$ cat config.mk
export PLATFORM = sky130hd
export DESIGN_NAME = ejector
export DESIGN_NICKNAME = d
export VERILOG_FILES = /design/src/rtl/ejector.sv
export SDC_FILE = /design/constraint.sdc
export NUM_CORES = 1
export LEC_CHECK = 0
export ABC_CLOCK_PERIOD_IN_PS = 5100
export BUFFER_PORTS_ARGS = -buffer_cell sky130_fd_sc_hd__buf_2
export CORE_ASPECT_RATIO = 1.1
export CORE_MARGIN = 4
export CORE_UTILIZATION = 55
export CTS_BUF_LIST = sky130_fd_sc_hd__clkbuf_16
export CTS_CLUSTER_SIZE = 20
export DETAILED_ROUTE_END_ITERATION = 8
export PLACE_DENSITY_LB_ADDON = 0.08
export SETUP_SLACK_MARGIN = 0.05
export SYNTH_ARGS = -nofsm -noshare
export SYNTH_HDL_FRONTEND = slang
export SYNTH_SLANG_ARGS = --single-unit
$ cat constraint.sdc
create_clock -name clk -period 5.1 [get_ports clk]
set_input_delay 0.51 -clock clk [delete_from_list [all_inputs] [get_ports clk]]
set_output_delay 0.51 -clock clk [all_outputs]
set_load 0.005 [all_outputs]
$ cat src/rtl/ejector.sv
`default_nettype none
// ejector: removes at most one locally addressed flit per cycle into a small FIFO
// and forwards all other flits with one register stage. Optional stats: EJECT_STATS_EN.
module ejector #(
  parameter int MY_X  = 1,
  parameter int MY_Y  = 2,
  parameter int DEPTH = 4
) (
  input  logic        clk,
  input  logic        rst,
  input  logic [9:0]  northad,
  input  logic [9:0]  southad,
  input  logic [9:0]  eastad,
  input  logic [9:0]  westad,
  input  logic        n_vld,
  input  logic        s_vld,
  input  logic        e_vld,
  input  logic        w_vld,
  output logic [9:0]  nad,
  output logic [9:0]  sad,
  output logic [9:0]  ead,
  output logic [9:0]  wad,
  output logic        nad_vld,
  output logic        sad_vld,
  output logic        ead_vld,
  output logic        wad_vld,
  output logic [9:0]  localad,
  output logic        local_vld,
  input  logic        local_rdy,
`ifdef EJECT_STATS_EN
  output logic [15:0] ej_count,
  output logic [15:0] defl_count,
`endif
  output logic [$clog2(DEPTH):0] fifo_cnt
);

  localparam int AW = $clog2(DEPTH);
  localparam int CW = AW + 1;
  localparam logic [5:0] MY_ADDR = {3'(MY_X), 3'(MY_Y)};

  // Lane order: 0 east, 1 west, 2 north, 3 south
  logic [9:0]    in_data [4];
  logic [3:0]    in_vld;
  logic [3:0]    is_local, is_golden, cand, ej_mask;
  logic          found, eject, pop;
  logic [1:0]    win_idx, idx;

  logic [9:0]    lane_data_q [4];
  logic [9:0]    lane_data_d [4];
  logic [3:0]    lane_vld_q, lane_vld_d;
  logic [1:0]    ptr_q, ptr_d;
  logic [9:0]    mem_q [DEPTH];
  logic [9:0]    mem_d [DEPTH];
  logic [AW-1:0] wr_q, wr_d, rd_q, rd_d;
  logic [CW-1:0] cnt_q, cnt_d;

  assign in_data[0] = eastad;
  assign in_data[1] = westad;
  assign in_data[2] = northad;
  assign in_data[3] = southad;
  assign in_vld     = {s_vld, n_vld, w_vld, e_vld};

  generate
    for (genvar i = 0; i < 4; i++) begin : g_lane
      assign is_local[i]  = in_vld[i] && (in_data[i][5:0] == MY_ADDR);
      assign is_golden[i] = is_local[i] && in_data[i][9];
    end
  endgenerate

  // Golden local flits shadow the non-golden ones entirely
  assign cand = (|is_golden) ? is_golden : is_local;

  always_comb begin
    found   = 1'b0;
    win_idx = ptr_q;
    idx     = ptr_q;
    for (int k = 0; k < 4; k++) begin
      idx = ptr_q + 2'(k);
      if (!found && cand[idx]) begin
        found   = 1'b1;
        win_idx = idx;
      end
    end
  end

  // Fullness is judged on the registered count, so a same-cycle pop never frees a slot
  assign eject   = found && (cnt_q < CW'(DEPTH));
  assign pop     = (cnt_q != '0) && local_rdy;
  assign ej_mask = eject ? (4'b0001 << win_idx) : 4'b0000;

  always_comb begin
    for (int i = 0; i < 4; i++) begin
      lane_data_d[i] = (in_vld[i] && !ej_mask[i]) ? in_data[i] : 10'd0;
      lane_vld_d[i]  = in_vld[i] && !ej_mask[i];
    end
    ptr_d = eject ? (win_idx + 2'd1) : ptr_q;
  end

  always_comb begin
    for (int i = 0; i < DEPTH; i++) mem_d[i] = mem_q[i];
    if (eject) mem_d[wr_q] = in_data[win_idx];
    wr_d = eject ? (wr_q + AW'(1)) : wr_q;
    rd_d = pop ? (rd_q + AW'(1)) : rd_q;
    case ({eject, pop})
      2'b10:   cnt_d = cnt_q + CW'(1);
      2'b01:   cnt_d = cnt_q - CW'(1);
      default: cnt_d = cnt_q;
    endcase
  end

  always_ff @(posedge clk) begin
    if (rst) begin
      for (int i = 0; i < 4; i++) lane_data_q[i] <= 10'd0;
      for (int i = 0; i < DEPTH; i++) mem_q[i] <= 10'd0;
      lane_vld_q <= 4'd0;
      ptr_q      <= 2'd0;
      wr_q       <= '0;
      rd_q       <= '0;
      cnt_q      <= '0;
    end else begin
      for (int i = 0; i < 4; i++) lane_data_q[i] <= lane_data_d[i];
      for (int i = 0; i < DEPTH; i++) mem_q[i] <= mem_d[i];
      lane_vld_q <= lane_vld_d;
      ptr_q      <= ptr_d;
      wr_q       <= wr_d;
      rd_q       <= rd_d;
      cnt_q      <= cnt_d;
    end
  end

  assign ead       = lane_data_q[0];
  assign wad       = lane_data_q[1];
  assign nad       = lane_data_q[2];
  assign sad       = lane_data_q[3];
  assign ead_vld   = lane_vld_q[0];
  assign wad_vld   = lane_vld_q[1];
  assign nad_vld   = lane_vld_q[2];
  assign sad_vld   = lane_vld_q[3];
  assign local_vld = (cnt_q != '0);
  assign localad   = local_vld ? mem_q[rd_q] : 10'd0;
  assign fifo_cnt  = cnt_q;

`ifdef EJECT_STATS_EN
  logic [15:0] ej_count_q, ej_count_d, defl_count_q, defl_count_d;
  logic        deflected;

  assign deflected = |(is_local & ~ej_mask);

  always_comb begin
    ej_count_d   = (eject && ej_count_q != 16'hFFFF) ? ej_count_q + 16'd1 : ej_count_q;
    defl_count_d = (deflected && defl_count_q != 16'hFFFF) ? defl_count_q + 16'd1 : defl_count_q;
  end

  always_ff @(posedge clk) begin
    if (rst) begin
      ej_count_q   <= 16'd0;
      defl_count_q <= 16'd0;
    end else begin
      ej_count_q   <= ej_count_d;
      defl_count_q <= defl_count_d;
    end
  end

  assign ej_count   = ej_count_q;
  assign defl_count = defl_count_q;
`endif

endmodule
`default_nettype wire

==> flow_summary.ini <==
[worst_setup_path]
regToRegStartpoint = fifo_cnt[2]
slowest_delay_ps = 480
start_kind = primary input
cp.arrival_ps = 3800
slowest_stage = nor4bb_1
crit_path_end_kind = flop
cp.required_ps = 5360
cp_max_fo = 12
critPathLaunch = westad[4]
rrSetupSlack_ps = 2670
crit_family = simple AND/OR/NAND/NOR gates
cp_num_buf_inv = 3
worstPathCellList = buf_2 > nor4bb_1 > nand2_1 > a41oi_1 > a41oi_1 > inv_1 > ha_1 > inv_1 > fa_1 > xor2_1 > or3_1 > a21oi_1
worstSetupPathType = primary input to flop

[yosys]
ys.flop_type = dfxtp_1
syn_area_per_cell_sq_um = 10.7
synthCells = 356
syn_area_sq_um = 3820
synth_warnings = 0
ys_ff_latch = 95
yosysUniqueCellTypes = 45
ys_async_sr_fraction_pct = 0
synth_seq_area_share_pct = 49.8
synth_nets = 413
synth_edf_count = 0

[grt]
grt_pass1_vias = 2953
antenna_found_initial = 0
grt_pass1_wl_um = 14100
grt_usage_pct = 22.0
grt_max_degree = 32
gr-total-overflow = 0

[clocking]
cts.htree.levels = 3
clk_pin_slew_ps = 60
cts_resized = 0
cts_tree = yes
clock_latency_ps = 330
ctsHoldBuffers = 0
root_buffer = clkbuf_16
cts_setup_buffers = 0
numCtsBuffers = 9
ctsLongestPathBuffers = 2
cts_num_sinks = 95

[layout]
nets = 517
areaGrowthSynthToFinish_pct = 22.6
drive_above_1_share_pct = 30.2
final_util_pct = 70.1
n_fill_cell = 549
n_antenna_cell = 0

[route]
initialDrtViolationCount = 104
dr.pass1.iters = 4
drt-total-wl_um = 8730
vias = 2930
antenna_left = 0
route.detailed.drc = 0
wl_per_cell_um = 16.0
viasPerCell = 5.37

[min_path]
hp-start = westad[3]
hold_class = primary input to flop

[placement]
gp_congestion = 0.864
dp_hpwl_um = 6580
port_buffers = 104
dp_slack_ps = 1220

[timing]
worst_slew_pin_slew_ps = 870
timing.fmax_ghz = 0.282
whs_ps = 384
fin_ws_ps = 1560
period_share_pct = 69.4
finalSetupViolations = 0
rsz0062_at_grt = no
slew_violations = 0
fin_crit_ps = 3540
setup_tns_ps = 0
max_slew_margin_pct = 41.3
clock_skew_ps = 6.86
final-hold-violation-count = 0

[floorplanning]
num_rows = 31
chipHeight_um = 95.4
initial_core_util_pct = 57.2
io_pins = 105
dieArea_sq_um = 8340
die_w_um = 87.4
core_sq_um = 6670

[power_and_ir_drop]
powerDensity_nw_per_um2 = 331
leakagePower_nw = 2.07
peakVddDrop_mv = 0.213
p_total_w = 0.00155

[flow_run]
maxCapViolCount = 0

[status]
status = complete, no violations
[cells by family after synthesis]
group	share of synthesized area (%)
buf+inv	2.59
xor+xnor	0.918
compound gates	11.2
fa+ha+maj	3.47
simple gates	22.7
flops	49.8
mux	9.31
[path summary, 6_finish.rpt]
kind                            end  cells past startpoint
hold reg to reg         mem_q[1][2]                      1
setup / recovery        fifo_cnt[2]                     12
hold / removal    lane_data_q[1][3]                      2
setup reg to reg        fifo_cnt[2]                      8
[stage by stage]
stage | area (sq um) | cells
2_1_floorplan | 3820 | 356
3_3_place_gp | 4390 | 531
3_5_place_dp | 4390 | 531
4_1_cts | 4680 | 546
5_1_grt | 4680 | 546
6_report | 4680 | 546
[state kept, by name (all words and copies together), names as in the netlist, named ones only]
signal / flops
lane_vld_q: 4
lane_data_q: 40
ptr_q: 2
rd_q: 2
wr_q: 2
fifo_cnt: 3
mem_q: 40
[area by class of cell]
cell class	instances	area [sq um]	area share (%)
clock inverter	6	60.1	1.28
tap	82	103	2.19
inverter	12	45.0	0.963
timing repair buffer	105	528	11.3
multi-input combinational	237	1820	38.8
clock buffer	9	225	4.81
sequential	95	1900	40.6
[worst reg2reg max path: cells and delay by family (launching register included)]
kind                       cells  cell delay [ps]
buffers and inverters          2              330
xor gates and xnor gates       1               80
adders and majority gates      2              470
AOI/OAI and AO/OA              2              820
and+or+nand+nor                1              310
DFF                            1              340
[layer usage]
metal,vias up,share of wire (%),track usage (%)
met5,-,0,0
met4,0,1.4,7.42
met3,9,5.4,3.98
met2,87,52,39.3
met1,1381,42,26.4
li1,1453,-,-
[power by group]
part | internal, W | switching (W) | leakage (nW)
clock | 0.000376 | 0.000274 | 0.141
combinational | 0.0000594 | 0.0000667 | 1.16
sequential | 0.000762 | 0.0000111 | 0.773
total | 0.00120 | 0.000351 | 2.07
[layout by cell type (no fill, tap or decap), types with 2 or more instances in the layout]
| master | instances |
|---|---|
| a21oi_1 | 9 |
| a221oi_1 | 2 |
| a22oi_1 | 2 |
| a2bb2oi_1 | 16 |
| a41o_1 | 3 |
| a41oi_1 | 4 |
| and2_1 | 72 |
| and4_1 | 2 |
| buf_2 | 104 |
| clkbuf_16 | 9 |
| clkinv_1 | 2 |
| dfxtp_1 | 95 |
| ha_1 | 9 |
| inv_1 | 12 |
| mux2i_1 | 4 |
| mux2i_4 | 4 |
| mux4_2 | 10 |
| nand2_1 | 15 |
| nand2b_1 | 5 |
| nand3b_1 | 4 |
| nor2_1 | 28 |
| nor2_2 | 3 |
| nor4_1 | 2 |
| nor4bb_1 | 5 |
| o21ai_1 | 16 |
| or3_1 | 2 |
| xor2_1 | 3 |
[synth_stat cells, types with 2 or more instances]
cell / instances / area (sq um)
and2_1: 72 / 450
a22oi_1: 2 / 15.0
ha_1: 9 / 113
and4_1: 2 / 17.5
nand2_1: 15 / 56.3
nor4bb_1: 5 / 50.1
a2bb2oi_1: 16 / 140
or3_1: 2 / 12.5
dfxtp_1: 95 / 1900
mux2i_4: 4 / 90.1
clkbuf_1: 9 / 33.8
nor2_1: 28 / 105
nand3b_1: 4 / 30.0
a41o_1: 3 / 30.0
o21ai_1: 16 / 80.1
nor4_1: 2 / 12.5
mux2i_1: 4 / 40.0
nand2b_1: 5 / 31.3
xor2_1: 3 / 26.3
mux4_2: 10 / 225
a221oi_1: 2 / 17.5
a21oi_1: 9 / 45.0
nor2_2: 3 / 18.8
a41oi_1: 4 / 35.0
inv_1: 12 / 45.0
Power figures use the tool's default switching activity.
